**config.mk**
```make
export PLATFORM = sky130hd
export DESIGN_NAME = frame_tx_scheduler
export DESIGN_NICKNAME = d
export VERILOG_FILES = /design/src/rtl/tx_pkg.sv /design/src/rtl/frame_tx_scheduler.sv
export SDC_FILE = /design/constraint.sdc
export NUM_CORES = 1
export LEC_CHECK = 0
export BUFFER_PORTS_ARGS = -buffer_cell sky130_fd_sc_hd__buf_2
export CORE_ASPECT_RATIO = 0.9
export CORE_MARGIN = 4
export CORE_UTILIZATION = 40
export CTS_CLUSTER_DIAMETER = 150
export DETAILED_ROUTE_END_ITERATION = 6
export HOLD_SLACK_MARGIN = 0.12
export PLACE_DENSITY_LB_ADDON = 0.12
export SLEW_MARGIN = 30
export SYNTH_ARGS = -nofsm -noshare
export SYNTH_HDL_FRONTEND = slang
export SYNTH_SLANG_ARGS = --single-unit
```
**constraint.sdc**
```tcl
create_clock -name clk -period 3.6 [get_ports clk]
set_clock_uncertainty 0.1 [all_clocks]
set_input_delay 0.72 -clock clk [delete_from_list [all_inputs] [get_ports clk]]
set_output_delay 0.72 -clock clk [all_outputs]
set_load 0.01 [all_outputs]
```
**src/rtl/tx_pkg.sv**
```systemverilog
// ---------------------------------------------------------------------------
// tx_pkg
// Constants and types shared by the frame transmit scheduler and the UDP
// frame generator it drives.
//   TX_ADDR_W    : VRAM byte-triplet address width
//   TX_VRAM_LAST : highest valid VRAM address; a frame ending at or past
//                  this address closes the image
//   SEG_W/CLONE_W/AUX_W : widths of the per-frame header fields
//   tx_state_e   : scheduler sequencing states
// ---------------------------------------------------------------------------
package tx_pkg;

    localparam int TX_ADDR_W    = 20;
    localparam int TX_VRAM_LAST = 57600;

    localparam int SEG_W   = 16;
    localparam int CLONE_W = 8;
    localparam int AUX_W   = 8;

    typedef enum logic [2:0] {
        ST_IDLE  = 3'd0,
        ST_START = 3'd1,
        ST_RUN   = 3'd2,
        ST_DONE  = 3'd3,
        ST_GAP   = 3'd4
    } tx_state_e;

endpackage

```
**src/rtl/frame_tx_scheduler.sv**
```systemverilog
// ---------------------------------------------------------------------------
// frame_tx_scheduler
// Decides when the UDP frame generator starts each frame and supplies the
// per-frame header fields. An image is sent as consecutive VRAM segments,
// each segment CLONES times; segments are chained from the generator's
// reported last address, and the image wraps at the end of VRAM.
//
// Ports
//   clk          : system clock
//   rst_n        : asynchronous active-low reset
//   enable       : run request, looked at in IDLE and at the end of GAP
//   gen_advance  : byte-pacing strobe shared with the generator
//   gen_busy     : generator busy
//   gen_lastaddr : last VRAM address consumed by the finished frame
//   gen_start    : frame start request (held until it overlaps an advance)
//   segment_num  : segment index within the current image
//   index_clone  : clone index of the current segment
//   aux          : image counter
//   startaddr    : VRAM start address of the current segment
//   frame_done   : one-cycle pulse when an image completes
// ---------------------------------------------------------------------------
module frame_tx_scheduler
    import tx_pkg::*;
#(
    parameter int CLONES     = 3,
    parameter int GAP_CYCLES = 16,
    parameter int VRAM_LAST  = TX_VRAM_LAST,
    parameter int ADDR_W     = TX_ADDR_W
) (
    input  logic               clk,
    input  logic               rst_n,
    input  logic               enable,
    input  logic               gen_advance,
    input  logic               gen_busy,
    input  logic [ADDR_W-1:0]  gen_lastaddr,
    output logic               gen_start,
    output logic [SEG_W-1:0]   segment_num,
    output logic [CLONE_W-1:0] index_clone,
    output logic [AUX_W-1:0]   aux,
    output logic [ADDR_W-1:0]  startaddr,
    output logic               frame_done
);

    // A zero-length gap still needs a legal one-bit counter.
    localparam int CNT_W = (GAP_CYCLES > 0) ? $clog2(GAP_CYCLES + 1) : 1;

    localparam logic [ADDR_W-1:0]  LAST_ADDR  = ADDR_W'(VRAM_LAST);
    localparam logic [CLONE_W-1:0] LAST_CLONE = CLONE_W'(CLONES - 1);
    // GAP is entered after DONE, so it holds GAP_CYCLES cycles when the
    // counter is loaded with GAP_CYCLES-1 and exits on reaching zero.
    localparam logic [CNT_W-1:0]   GAP_LOAD   = CNT_W'((GAP_CYCLES > 0) ? GAP_CYCLES - 1 : 0);

    tx_state_e          state_q, state_d;
    logic [SEG_W-1:0]   seg_q,   seg_d;
    logic [CLONE_W-1:0] clone_q, clone_d;
    logic [AUX_W-1:0]   aux_q,   aux_d;
    logic [ADDR_W-1:0]  addr_q,  addr_d;
    logic [CNT_W-1:0]   gap_q,   gap_d;

    logic lastClone;
    logic imageEnd;

    // The image ends when the generator ran to (or past) the end of VRAM, or
    // reports address 0 (its own wrap) for a segment that did not start at 0.
    assign lastClone = (clone_q == LAST_CLONE);
    assign imageEnd  = (gen_lastaddr >= LAST_ADDR) ||
                       ((gen_lastaddr == '0) && (addr_q != '0));

    // Sequencing and field update. Fields only move in DONE, so they are
    // stable for the whole START/RUN window the generator latches them in.
    always_comb begin
        state_d = state_q;
        seg_d   = seg_q;
        clone_d = clone_q;
        aux_d   = aux_q;
        addr_d  = addr_q;
        gap_d   = gap_q;

        unique case (state_q)
            ST_IDLE: begin
                if (enable) begin
                    state_d = ST_START;
                end
            end

            // The generator only leaves its idle count on start and advance
            // together, so start is held until an advance is seen.
            ST_START: begin
                if (gen_advance) begin
                    state_d = ST_RUN;
                end
            end

            ST_RUN: begin
                if (!gen_busy) begin
                    state_d = ST_DONE;
                end
            end

            ST_DONE: begin
                if (!lastClone) begin
                    clone_d = clone_q + 1'b1;
                end else begin
                    clone_d = '0;
                    if (imageEnd) begin
                        seg_d  = '0;
                        addr_d = '0;
                        aux_d  = aux_q + 1'b1;
                    end else begin
                        seg_d  = seg_q + 1'b1;
                        addr_d = gen_lastaddr + 1'b1;
                    end
                end

                if (GAP_CYCLES == 0) begin
                    state_d = enable ? ST_START : ST_IDLE;
                end else begin
                    gap_d   = GAP_LOAD;
                    state_d = ST_GAP;
                end
            end

            ST_GAP: begin
                if (gap_q == '0) begin
                    state_d = enable ? ST_START : ST_IDLE;
                end else begin
                    gap_d = gap_q - 1'b1;
                end
            end

            default: begin
                state_d = ST_IDLE;
            end
        endcase
    end

    // State and field registers; reset clears everything and drops start
    // at once, leaving the generator to finish whatever it was doing.
    always_ff @(posedge clk or negedge rst_n) begin
        if (!rst_n) begin
            state_q <= ST_IDLE;
            seg_q   <= '0;
            clone_q <= '0;
            aux_q   <= '0;
            addr_q  <= '0;
            gap_q   <= '0;
        end else begin
            state_q <= state_d;
            seg_q   <= seg_d;
            clone_q <= clone_d;
            aux_q   <= aux_d;
            addr_q  <= addr_d;
            gap_q   <= gap_d;
        end
    end

    assign gen_start   = (state_q == ST_START);
    assign frame_done  = (state_q == ST_DONE) && lastClone && imageEnd;
    assign segment_num = seg_q;
    assign index_clone = clone_q;
    assign aux         = aux_q;
    assign startaddr   = addr_q;

endmodule

```
; Word-level counts from Yosys, hierarchy flattened
; Index checks and enable logic that the tools add are counted.
[word_totals]
ff_bits = 60
[op_classes]
addsub = 5
n_lt_le_gt_ge = 1
n_eq_ne = 10
muxes = 11
reduce_logical = 13
[ops]
columns = operator, count
row1 = $add 20x1->20 const B, 1
row2 = $ge 20x16->1 const B, 1
row3 = $logic_not 20->1, 1
row4 = $mux 20, 1
row5 = $reduce_bool 20->1, 1
row6 = $add 16x1->16 const B, 1
row7 = $add 8x1->8 const B, 2
row8 = $mux 16, 1
row9 = $pmux 3 s5, 1
row10 = $mux 3, 4
row11 = $ne 2x2->1 const B, 5
row12 = $pmux 5 s2, 1
row13 = $eq 8x2->1 const B, 1
row14 = $mux 8, 1
row15 = $eq 3x2->1 const B, 2
row16 = $logic_not 5->1, 1
row17 = $mux 5, 1
row18 = $sub 5x1->5 const B, 1
row19 = $reduce_and 2->1, 2
row20 = $reduce_and 4->1, 1
row21 = $eq 3x1->1 const B, 1
row22 = $eq 3x3->1 const B, 1
row23 = $logic_and 1x1->1, 3
row24 = $logic_not 3->1, 1
row25 = other kinds (4), 4

; Longest topological paths before layout
[logic_depth]
word_depth = 4
ltp_mapped = 9
mapped_depth_nobuf = 7

; Worst setup path before layout
; No wires, ideal clock.
[synth_path]
path_kind = input to output
start = input port gen_lastaddr[11]
end = output port frame_done
t_arrival_ns = 1.927
required_time_ns = 2.780
path_slack_ns = 0.853
stages = 5
n_path_buf = 1
path_cell_list = or4_4 nor2_4 o211ai_4 a21oi_2 buf_2
[synth_via]
elab_chain_len = 4
elab_cells_between_ends = 5
cone_classes = 1 x order compare / 4 x reduce/logical
[synth_rtl]
columns = element, line
row1 = from (decl), frame_tx_scheduler.sv:35  ; input logic [ADDR_W-1:0] gen_lastaddr,
row2 = "parallel branches: the longest is 2 deep, another holds $ge 20x16->1", n/a
row3 = $logic_or 1x1->1 *, frame_tx_scheduler.sv:66  ; assign imageEnd = (gen_lastaddr >= LAST_ADDR) ||
row4 = $logic_and 1x1->1 *, frame_tx_scheduler.sv:158  ; assign frame_done = (state_q == ST_DONE) && lastClone && imageEnd;
row5 = to (decl), frame_tx_scheduler.sv:41  ; output logic frame_done
; Mark *: on every way between the ends.

; Worst setup path after layout
[layout_path]
start = input port gen_lastaddr[0]
end = output port frame_done
; Same word-level chain as after synthesis.

==> results.md <==
- Status: finished, final reports clean
- Max-slew violation count: 0
- Die area: ~0.0093 mm2
- Syn nets: 350
- Setup crit start kind: input pin
- Max clock buf depth: 2
- Post-DP HPWL: approximately 5.4 mm
- Synth-to-Final Area Change: 22.2%
- Worst vdd ir: roughly 0.31 mV
- Sw frac: between 30% and 40%
- Psw: between 0.8 and 0.9 mW
- Clock Latency Late Sink: approximately 0.32 ns
- Worst slew pin tran: about 0.77 ns
- Setup TNS Final: 0 ns
- Yosys warnings: 0
- Postcts setup bufs: 0
- Setup violations, final: 0
- Critical Path Sink Type: primary output
- Area contributors post-synth: dfrtp_1, xor2_1, nand2_1
- Global-route wire length before repair: 12.2 mm
- Via Count: 2574
- Total Power: roughly 2.3 mW
- Die Span Y: 92.0 um
- TritonCTS Buffers: 9
- Avg Vias per Cell: slightly above 5
- I/O pin cnt: 79
- WP data arrival: 2.11 ns
- Initial drt markers: 113
- Crit path cell chain: buf_2 -> inv_1 -> ha_1 -> nor4b_1 -> and4_2 -> o211ai_4 -> a21oi_2 -> buf_2
- Quantity of hold-fixing buffers added after cts: 0
- Sequential power share: between 40% and 50%
- Die Width: 101 um
- Most frequent CP cell: buf_2
- DRC: 0
- RePlAce Congestion: about 0.79
- Combinational Power Share: between 20% and 30%
- Worst rel slew slack: approximately half
- Crit-path slowest cell: and4_2
- Clock share of power: 26.0%
- Synthesized area: roughly 0.0031 mm2
- Worst-path clk slew: about 0.06 ns
- Non-Filler Instances: ~500
- Post-synth ARST share: 100%
- Synth top area share: between 40% and 50%
- DRT Wirelength: 7.45 mm
- Max Clock Freq: 0.341 GHz
- Count leader, synth: dfrtp_1
- Initial core utilization: between 40 and 50%
- Diodes inserted: 0
- H-tree depth: 3
- Max Cap Violations: 0
- Number of global-route vias before repair: 2493
- Critical Path Max Stage Delay: just under 0.3 ns
- Post-synthesis cell count: 318
- Crit path max fanout: 13
- Avg WL per Cell: 14.8 um
- Final worst-path cycle share: between 80% and 90%
- Seq/Total Area, Yosys: roughly 48%
- Final ANT Viol Nets: 0
- Row cnt: 30
- Layout cells sized above 1: between 20% and 30%
- Yosys cell types: 49
- GRT Total Usage: 16.5%
- CTS root buf: clkbuf_8
- P_int: 1.51 mW
- Syn Area/Cell: between 9 and 10 um2
- Power per cell area: between 600 and 700 mW/mm2
- IO Port Bufs: between 70 and 80
- Min-Delay Path Class: input pin to async pin
- Post-synth top flop: dfrtp_1
- CTS tree: built
- Resized Gates After CTS: 0
- Cell accounting for the most synthesized area: dfrtp_1
- Commonest cells in the netlist: dfrtp_1, nand2_1, nor2_1
- Router iterations before antenna repair: 4
- DP Cell Count: slightly below 500
- RSZ-0062 raised after global routing: no
- Post-layout min period: 2.93 ns
- P_leak: around 1.8 nW
- WS Path Type: input pin to primary output
- Post-synth EDFFs: 0
- Largest net degree at the start of global routing: 46
- Req. time, crit path: roughly 2.8 ns
- Core Footprint: 0.00758 mm2
- CTS sink count: 60
- Initial antenna violation count: 0
- Final hold violation count: 0
- Worst hold margin: around 0.37 ns
- Seq cells post-synth: 60
- Remaining Overflow, GRT: 0
- Nets: 433
- Util after Layout: between 50% and 60%
- Fill cells: 728
flip-flops by register name (all words and copies together), names as in the netlist:
register and count:
aux 8, gap_q 5, index_clone 8, segment_num 16
startaddr 20, state_q 3
kinds of logic (layout without fill, tap and decap cells):
group / count (synthesis) / count (layout) / synth area share (%)
AND/OR/NAND/NOR: 139 / 139 / 22.8
flip-flops: 60 / 60 / 47.8
AO/OA/AOI/OAI: 48 / 48 / 12.1
XOR/XNOR: 37 / 37 / 10.3
buffers and inverters: 25 / 113 / 3.55
adder cells (fa/ha/maj): 7 / 7 / 2.79
multiplexers: 2 / 2 / 0.678
final timing paths:
kind                                  from             to  slack [ns]  depth (start not counted)
max                        gen_lastaddr[0]     frame_done        0.67                          8
min                                  rst_n  startaddr[18]        0.37                          1
max reg2reg                   startaddr[6]   startaddr[8]        1.08                          5
min reg2reg                         aux[7]         aux[7]        0.37                          1
max in group asynchronous            rst_n   startaddr[0]        2.31                          2
min in group clk                    aux[7]         aux[7]        0.37                          1
layer usage:
metal / track usage [%] / share of wire (%) / up-vias
met2: 25.9 / 46 / 53
li1: - / - / 1296
met3: 4.56 / 4.8 / 6
met5: 0 / 0 / -
met1: 22.3 / 48 / 1219
met4: 4.65 / 0.89 / 0
layout make-up:
| cell class | instances | area (um2) | share of cell area (%) |
|---|---|---|---|
| inverters | 13 | 48.8 | 1.27 |
| multi-input cells | 233 | 1530 | 39.8 |
| clock inverters | 4 | 47.5 | 1.24 |
| clock buffers | 12 | 155 | 4.05 |
| well taps | 96 | 120 | 3.13 |
| repair buffers | 84 | 435 | 11.4 |
| flip-flops and latches | 60 | 1500 | 39.2 |
placed cells by master, fill, tap and decap left out, drive strengths merged, types with 4 or more instances in the layout:
| master | count |
|---|---|
| nand2 | 34 |
| dfrtp | 60 |
| o21ai | 11 |
| ha | 7 |
| and2 | 6 |
| a2111oi | 4 |
| xnor2 | 14 |
| nand3 | 22 |
| nor2 | 28 |
| nor3 | 7 |
| nor4 | 9 |
| buf | 84 |
| and3 | 6 |
| inv | 13 |
| a21oi | 6 |
| xor2 | 23 |
| clkbuf | 12 |
| o31ai | 15 |
| nand4 | 11 |
power groups by stage:
stage | sequential, mW | clock (mW) | combinational [mW]
finish | 1.05 | 0.609 | 0.688
global route | 1.07 | 0.660 | 0.778
CTS | 1.04 | 0.634 | 0.703
detailed placement | 1.06 | 0 | 0.698
global placement | 1.05 | 0 | 0.686
floorplan | 1.08 | 0 | 0.362
stage by stage:
step | setup WS [ns] | cell area, um2
floorplan | 0.853 | 3140
global placement | 0.689 | 3630
detailed placement | 0.665 | 3630
CTS | 0.662 | 3830
global route | 0.519 | 3830
finish | 0.669 | 3830
critical path, delay by kind of cell:
family / cells / cell delay, ns
AO/OA/AOI/OAI: 2 / 0.40
adder cells (fa/ha/maj): 1 / 0.13
buffers and inverters: 3 / 0.34
AND/OR/NAND/NOR: 2 / 0.50
No activity file was read; power rests on OpenSTA's default activity.
